## config.mk

```make
export PLATFORM = sky130hd
export DESIGN_NAME = fetch_stage
export DESIGN_NICKNAME = d
export VERILOG_FILES = /design/src/rtl/fetch_stage.sv
export SDC_FILE = /design/constraint.sdc
export NUM_CORES = 1
export LEC_CHECK = 0
export BUFFER_PORTS_ARGS = -buffer_cell sky130_fd_sc_hd__clkbuf_2
export CORE_UTILIZATION = 45
export CTS_CLUSTER_DIAMETER = 80
export DETAILED_ROUTE_END_ITERATION = 16
export GPL_TIMING_DRIVEN = 0
export PLACE_DENSITY_LB_ADDON = 0.3
export SKIP_LAST_GASP = 1
export SYNTH_ARGS = -nofsm -noshare
export SYNTH_HDL_FRONTEND = slang
export SYNTH_SLANG_ARGS = --single-unit
```

## constraint.sdc

```tcl
create_clock -name clk -period 3.48 [get_ports clk]
set_clock_uncertainty 0.05 [all_clocks]
set_input_delay 0.87 -clock clk [delete_from_list [all_inputs] [get_ports clk]]
set_output_delay 0.87 -clock clk [all_outputs]
set_load 0.005 [all_outputs]
```

## src/rtl/fetch_stage.sv

```systemverilog
// Instruction-fetch front end: owns the PC, runs the imem req/ack handshake,
// and registers each fetched word into the IF/ID entry with a one-entry skid buffer.
module fetch_stage #(
    parameter logic [63:0] RESET_PC  = 64'h0000_0000_0000_0000,
    parameter logic [31:0] NOP_INSTR = 32'h0000_0013
) (
    input  logic        clk,
    input  logic        rst_n,
    output logic        imem_req,
    output logic [63:0] imem_addr,
    input  logic        imem_ack,
    input  logic [31:0] imem_rdata,
    input  logic        stall,
    input  logic        redirect,
    input  logic [63:0] redirect_pc,
    output logic        if_valid,
    output logic [63:0] if_pc,
    output logic [31:0] if_instr,
    output logic [63:0] if_pc_plus4
);

    localparam logic [1:0] ST_REQ  = 2'd0;
    localparam logic [1:0] ST_HOLD = 2'd1;
    localparam logic [1:0] ST_DROP = 2'd2;

    logic [1:0]  state_q, state_d;
    logic [63:0] pc_q, pc_d;
    logic [63:0] req_addr_q, req_addr_d;
    logic        skid_valid_q, skid_valid_d;
    logic [63:0] skid_pc_q, skid_pc_d;
    logic [31:0] skid_instr_q, skid_instr_d;
    logic        if_valid_q, if_valid_d;
    logic [63:0] if_pc_q, if_pc_d;
    logic [31:0] if_instr_q, if_instr_d;
    logic [63:0] if_pc_plus4_q, if_pc_plus4_d;

    logic        slot_free;
    logic        consume;
    logic [63:0] target_pc;
    logic [63:0] req_plus4;

    assign slot_free = !if_valid_q || !stall;
    assign consume   = if_valid_q && !stall;
    assign target_pc = redirect_pc & ~64'h3;
    assign req_plus4 = req_addr_q + 64'd4;

    assign imem_req    = rst_n && ((state_q == ST_REQ) || (state_q == ST_DROP));
    assign imem_addr   = req_addr_q;
    assign if_valid    = if_valid_q;
    assign if_pc       = if_pc_q;
    assign if_instr    = if_instr_q;
    assign if_pc_plus4 = if_pc_plus4_q;

    always_comb begin
        state_d       = state_q;
        pc_d          = pc_q;
        req_addr_d    = req_addr_q;
        skid_valid_d  = skid_valid_q;
        skid_pc_d     = skid_pc_q;
        skid_instr_d  = skid_instr_q;
        if_valid_d    = if_valid_q;
        if_pc_d       = if_pc_q;
        if_instr_d    = if_instr_q;
        if_pc_plus4_d = if_pc_plus4_q;

        if (redirect) begin
            if_valid_d   = 1'b0;
            if_instr_d   = NOP_INSTR;
            skid_valid_d = 1'b0;
            pc_d         = target_pc;
            case (state_q)
                ST_REQ: begin
                    if (imem_ack) begin
                        req_addr_d = target_pc;
                    end else begin
                        state_d = ST_DROP;
                    end
                end
                ST_DROP: begin
                    // A squashed request finishing on this edge leaves nothing to drain.
                    if (imem_ack) begin
                        req_addr_d = target_pc;
                        state_d    = ST_REQ;
                    end
                end
                default: begin
                    req_addr_d = target_pc;
                    state_d    = ST_REQ;
                end
            endcase
        end else begin
            // A consumed entry must not be presented again unless replaced below.
            if (consume) begin
                if_valid_d = 1'b0;
                if_instr_d = NOP_INSTR;
            end
            case (state_q)
                ST_REQ: begin
                    if (imem_ack) begin
                        pc_d = req_plus4;
                        if (slot_free) begin
                            if_valid_d    = 1'b1;
                            if_pc_d       = req_addr_q;
                            if_instr_d    = imem_rdata;
                            if_pc_plus4_d = req_plus4;
                            req_addr_d    = req_plus4;
                        end else begin
                            skid_valid_d = 1'b1;
                            skid_pc_d    = req_addr_q;
                            skid_instr_d = imem_rdata;
                            state_d      = ST_HOLD;
                        end
                    end
                end
                ST_HOLD: begin
                    if (!stall) begin
                        if_valid_d    = 1'b1;
                        if_pc_d       = skid_pc_q;
                        if_instr_d    = skid_instr_q;
                        if_pc_plus4_d = skid_pc_q + 64'd4;
                        skid_valid_d  = 1'b0;
                        req_addr_d    = pc_q;
                        state_d       = ST_REQ;
                    end
                end
                ST_DROP: begin
                    if (imem_ack) begin
                        req_addr_d = pc_q;
                        state_d    = ST_REQ;
                    end
                end
                default: begin
                    state_d = ST_REQ;
                end
            endcase
        end
    end

    always_ff @(posedge clk or negedge rst_n) begin
        if (!rst_n) begin
            state_q       <= ST_REQ;
            pc_q          <= RESET_PC;
            req_addr_q    <= RESET_PC;
            skid_valid_q  <= 1'b0;
            skid_pc_q     <= '0;
            skid_instr_q  <= NOP_INSTR;
            if_valid_q    <= 1'b0;
            if_pc_q       <= '0;
            if_instr_q    <= NOP_INSTR;
            if_pc_plus4_q <= '0;
        end else begin
            state_q       <= state_d;
            pc_q          <= pc_d;
            req_addr_q    <= req_addr_d;
            skid_valid_q  <= skid_valid_d;
            skid_pc_q     <= skid_pc_d;
            skid_instr_q  <= skid_instr_d;
            if_valid_q    <= if_valid_d;
            if_pc_q       <= if_pc_d;
            if_instr_q    <= if_instr_d;
            if_pc_plus4_q <= if_pc_plus4_d;
        end
    end

endmodule

```

* After elaboration in Yosys (flattened, before gate mapping)
Cells that the tools add are included.
** Operators by class
- Bitwise logic cells :: 2
- Add/subtract/negate cells :: 2
- Mux-type cells :: 37
- Reduce and logical (&&, ||, !) cells :: 17
- Equal/unequal tests :: 12
** Operators with widths (number)
- two-way mux 64 bit :: 14
- case mux 64 bit (2 select lines) :: 2
- case mux 64 bit (3 select lines) :: 1
- two-way mux 32 bit :: 5
- adder 64 x 3 -> 64 bit (second input constant) :: 2
- case mux 32 bit (2 select lines) :: 1
- inequality test 3 bit (second input constant) :: 7
- two-way mux 2 bit :: 6
- AND reduction 4 bit :: 2
- inequality test 2 bit (second input constant) :: 3
- case mux 2 bit (3 select lines) :: 1
- AND reduction 6 bit :: 1
- nonzero test 2 bit :: 3
- two-way mux 1 bit :: 5
- AND reduction 5 bit :: 1
- case mux 2 bit (2 select lines) :: 1
- nonzero test 4 bit :: 1
- == test 2 x 1 -> 1 bit (second input constant) :: 1
- == test 2 bit (second input constant) :: 1
- logical AND 1 bit :: 2
- logical NOT 1 bit :: 2
- logical NOT 2 bit :: 1
- logical OR 1 bit :: 2
- NOT 1 bit :: 2
- 3 further kinds :: 3
** Word-level totals
- Register bits after elaboration :: 387
- Word-level logic and storage cells :: 79
- Output and inout port bits :: 226
- Input bits :: 101

* Depth between registers and ports, before layout
- Word-level depth :: 7
- Gate-level depth with buffers :: 12
- Gate-level depth less buffers :: 8

* Worst setup path after synthesis
No wires, ideal clock.
- Path kind :: input to register
- Start point :: in stall
- End point :: reg if_pc_plus4_q[63] (netlist: if_pc_plus4[63])
- Setup time :: 0.069 ns
- Setup slack :: 0.654 ns
- Stages on the path :: 10
- Arrival time :: 2.707 ns
- Data required time :: 3.361 ns
- Buffers on the path :: 5
- Cell sequence :: clkbuf_1 -> o21ai_0 -> a2bb2oi_1 -> or2_2 -> buf_2 -> clkbuf_1 -> buf_2 -> buf_1 -> nand2_1 -> nand3_1
** On the way
- Longest elaborated chain between the ends :: 4
- Elaborated cells between the ends (all ways) :: 5
- Classes of those cells :: 2 x eq/ne; 3 x reduce/logical
** RTL lines
- start, declared :: line 13 : input logic stall,
- logical NOT 1 bit
- logical OR 1 bit :: line 42 : assign slot_free = !if_valid_q || !stall;
- inequality test 2 bit (no source line)
- AND reduction 5 bit (no source line) *
- end signal, assigned :: line 161 : if_pc_plus4_q <= if_pc_plus4_d;
- end, declared :: line 35 : logic [63:0] if_pc_plus4_q, if_pc_plus4_d;
Every way passes the cells marked *; elsewhere a longest branch is shown, timed or not.
A chain may end at the register's enable or synchronous reset.

* Worst setup path in the final report
- Start point :: reg state_q[0]
- End point :: reg req_addr_q[44] (netlist: imem_addr[44])
** On the way
- Longest elaborated chain between the ends :: 4
- Elaborated cells between the ends (all ways) :: 14
- Classes of those cells :: 7 x eq/ne; 3 x mux; 4 x reduce/logical
** RTL lines
- start, declared :: line 26 : logic [1:0] state_q, state_d;
- start signal, assigned :: line 152 : state_q <= state_d;
- == test 2 bit or logical NOT 2 bit (tied branches) :: line 71, 97
- OR reduction 2 bit (no source line)
- inequality test 3 bit (no source line) or two-way mux 64 bit (tied branches)
- AND reduction 6 bit (no source line) or two-way mux 64 bit (tied branches)
- end signal, assigned :: line 154 : req_addr_q <= req_addr_d;
- end, declared :: line 28 : logic [63:0] req_addr_q, req_addr_d;
Parallel ways exist; a longest one is shown, timed or not.

==> key figures <==
Timing
  • Final Hold Viols: 0
  • Slew of the pin with the lowest slew margin: 1.273 ns
  • Post-route clock period utilization: 103.3%
  • RSZ-0062 raised after global routing: true
  • Final Worst Setup Slack: -0.1161 ns
  • Peak clock frequency supported by timing: 0.2781 GHz
  • Final Critical Period: 3.596 ns
  • Final max-slew violation count: 0
  • Final-report setup violation count: 10
  • Slew margin rel.: 15.14%

Clock tree
  • TritonCTS sink count: 385
  • CTS tree: built
  • Buffer depth of the longest clock path: 3
  • Hold buffer count at cts: 0
  • Clock Latency Late Sink: 0.59 ns
  • H-tree Lvls: 2
  • Total CTS buffers: 44
  • Clock transition at the register clock pins on the worst setup and hold paths after CTS: 0.07 ns
  • Clock tree root driver cell: clkbuf_16

Logic synthesis
  • Most numerous cell in the Yosys netlist: dfrtp_1
  • Cell taking the most area after synthesis: dfrtp_1
  • Dominant cells by area after synthesis: dfrtp_1, mux2_2, o21ai_0
  • Number of standard cells after synthesis: 2057
  • Most frequent cells after synthesis: dfrtp_1, nand2_1, o21ai_0
  • Fraction of synthesis flops using an asynchronous set or reset pin: 100.0%
  • Number of synthesized flops with an enable pin: 0
  • Number of unique standard cell types used by synthesis: 69
  • Sequential share of the synthesized area: 48.33%
  • Yosys warns: 0
  • Fraction of post-synthesis cell area in the top cell type by area: 47.54%
  • Synthesized cell area: 0.01995 mm^2
  • Dominant register cell in the synthesized netlist: dfrtp_1
  • Net Count, Synth: 2163
  • Number of storage elements in the synthesis netlist: 385
  • Mean instance size in the synthesized netlist: 9.698 um^2

Setup path
  • Worst path bufs/invs: 3
  • Type of destination of the critical path: flip-flop
  • Data required, critical path: 3.90 ns
  • Sequence of cells on the critical path: inv_1, ha_1, nand2b_1, a2bb2oi_1, o31a_1, clkbuf_1, clkbuf_1, o21ai_0, o21ai_1
  • Worst R2R Path Depth: 9
  • Data arrival time at the worst-slack endpoint: 4.02 ns
  • Worst Setup SP: state_q[0]
  • Critical Path End: imem_addr[44]
  • Cell with the most instances on the worst path: clkbuf_1
  • Classification of the worst setup path: reg2reg
  • FF-to-FF setup slack: -0.12 ns
  • Instance count on the critical path: 9
  • Library cell contributing the largest single delay on the critical path: clkbuf_1
  • Startpoint of the worst register-to-register path: state_q[0]
  • Worst r2r dst: imem_addr[44]
  • Highest cell delay on the worst timing path: 0.67 ns
  • Kind of cell adding the most delay to the critical path: buffers and inverters
  • Critical Path Source Type: flip-flop
  • Biggest fanout along the worst timing path: 10

Placement
  • Final estimated routing congestion in global placement: 1.007
  • Placed wire-length estimate: 57640 um
  • Placed Instance Area: 0.02243 mm^2
  • Input/output buffers: 323
  • Worst setup slack before clock tree synthesis: -1.270 ns

Route
  • Number of DRC violations after detailed-routing iteration 0: 2319
  • Aggregate routed wire length: 79850 um
  • Remaining DRCs: 0
  • First-pass iteration count of the detailed router: 6
  • Post-route ant nets: 0
  • Routed wire length on met2: 35160 um
  • M1 WL: 31070 um
  • Detailed-route wire length per cell: 26.15 um
  • Average vias per placed instance: 6.311
  • Met3 Wirelength: 8847 um
  • Top layer reached by signal wires: met4
  • Vias after detailed routing: 19270

Die
  • Floorplan die height: 212.5 um
  • Die footprint: 0.04518 mm^2
  • Starting Density: 46.00%
  • Total I/O pin count: 327
  • Core footprint: 0.04336 mm^2
  • Number of cell rows: 76
  • Die Width: 212.5 um

Global routing
  • Global routing usage summed across all routing layers: 35.12%
  • Number of global-route vias before repair: 18680
  • Total gr overflow: 0
  • Wire length of the first global-routing pass: 116600 um
  • Initial antenna violation count: 2
  • Largest net degree at the start of global routing: 113

Min path
  • Path type of the worst min-delay path: in2async

Power
  • Leakage component of the power: 10.70 nW
  • Power density over the cells: 832.1 mW/mm^2
  • Peak supply drop: 0.0004678 V

Cells and area
  • Design area: 0.02425 mm^2
  • Final layout net count: 2538
  • Fraction of layout instances using a drive strength above 1: 23.83%
  • Filler Cell Count: 3945
  • Area added between synthesis and finish: 21.55%

Status
  • Violations in the final reports: negative setup slack
  • Run status: finished, violations left

Job
  • Maximum capacitance violations: 0
layer usage:
layer / track usage [%] / vias to the layer above
met2: 52.55 / 1280
met5: 0 / -
met3: 8.375 / 278
met4: 21.11 / 0
met1: 46.16 / 9492
li1: - / 8224
area by class of cell:
class | count | area [um^2] | share of cell area, %
antenna | 2 | 5.005 | 0.02064
inverter | 24 | 90.09 | 0.3716
timing repair buffer | 331 | 1748 | 7.209
sequential | 385 | 9642 | 39.77
tap | 585 | 732.0 | 3.019
multi-input combinational | 1475 | 9654 | 39.82
buffer | 171 | 713.2 | 2.941
clock inverter | 22 | 381.6 | 1.574
clock buffer | 59 | 1280 | 5.279
logic make-up after synthesis:
family,Yosys count,synth area share (%)
adder cells (fa/ha/maj),5,0.3136
multiplexers,191,10.19
XOR/XNOR,110,4.830
AO/OA/AOI/OAI,508,16.49
buffers and inverters,197,3.883
AND/OR/NAND/NOR,661,15.96
flip-flops,385,48.33
power breakdown:
part	internal (W)	switching [W]
Clock	0.00333	0.00198
Sequential	0.00615	0.00165
Combinational	0.00280	0.00425
Total	0.0123	0.00789
registers in the layout (all words and copies together) (netlist names):
register / count
skid_instr_q: 32
if_pc: 64
state_q: 2
skid_pc_q: 64
if_valid: 1
if_pc_plus4: 62
pc_q: 64
imem_addr: 64
if_instr: 32
how the worst min path moves through the flow:
stage	slack [ns]	to
after floorplan	0.41	imem_addr[53]
after global placement	0.41	if_pc_plus4[19]
after detailed placement	0.42	if_pc_plus4[19]
after CTS	0.26	if_pc[51]
after global routing	0.30	if_pc[51]
final	0.24	if_pc[51]
repair_timing:
item	4_1_cts	5_1_grt
setup endpoints to repair	182	89
pin swaps	0	2
hold endpoints to repair	0	0
setup buffers	0	1
resized for setup	25	22
placed cells by master, fill, tap and decap left out, drive strengths merged, types with 14 or more instances in the layout:
master  instances
a21oi          56
clkbuf        522
mux2i          94
nor4           28
a222oi         35
o211ai         14
a22oi          24
inv            24
o21ai         226
o31a           14
a22o           19
o221ai         28
xor2           57
nor3           29
and3           23
xnor2          53
dfrtp         379
nand2         261
and4           14
nor2          132
nand4          52
mux2           97
nand3          73
buf            39
through the flow:
stage	TNS, ns	hold WS, ns	power [W]	utilization, %	cells
2_1_floorplan	0	0.4104	0.01127	-	2057
3_3_place_gp	-2878.34	0.4070	0.01440	51.42	2965
3_5_place_dp	-122.38	0.4156	0.01465	51.74	2970
4_1_cts	0	0.2616	0.02004	55.71	3049
5_1_grt	-0.1470	0.2968	0.02112	55.91	3053
6_report	-0.3054	0.2433	0.02018	55.92	3054
Note: power is estimated with default switching activity, not from simulation.
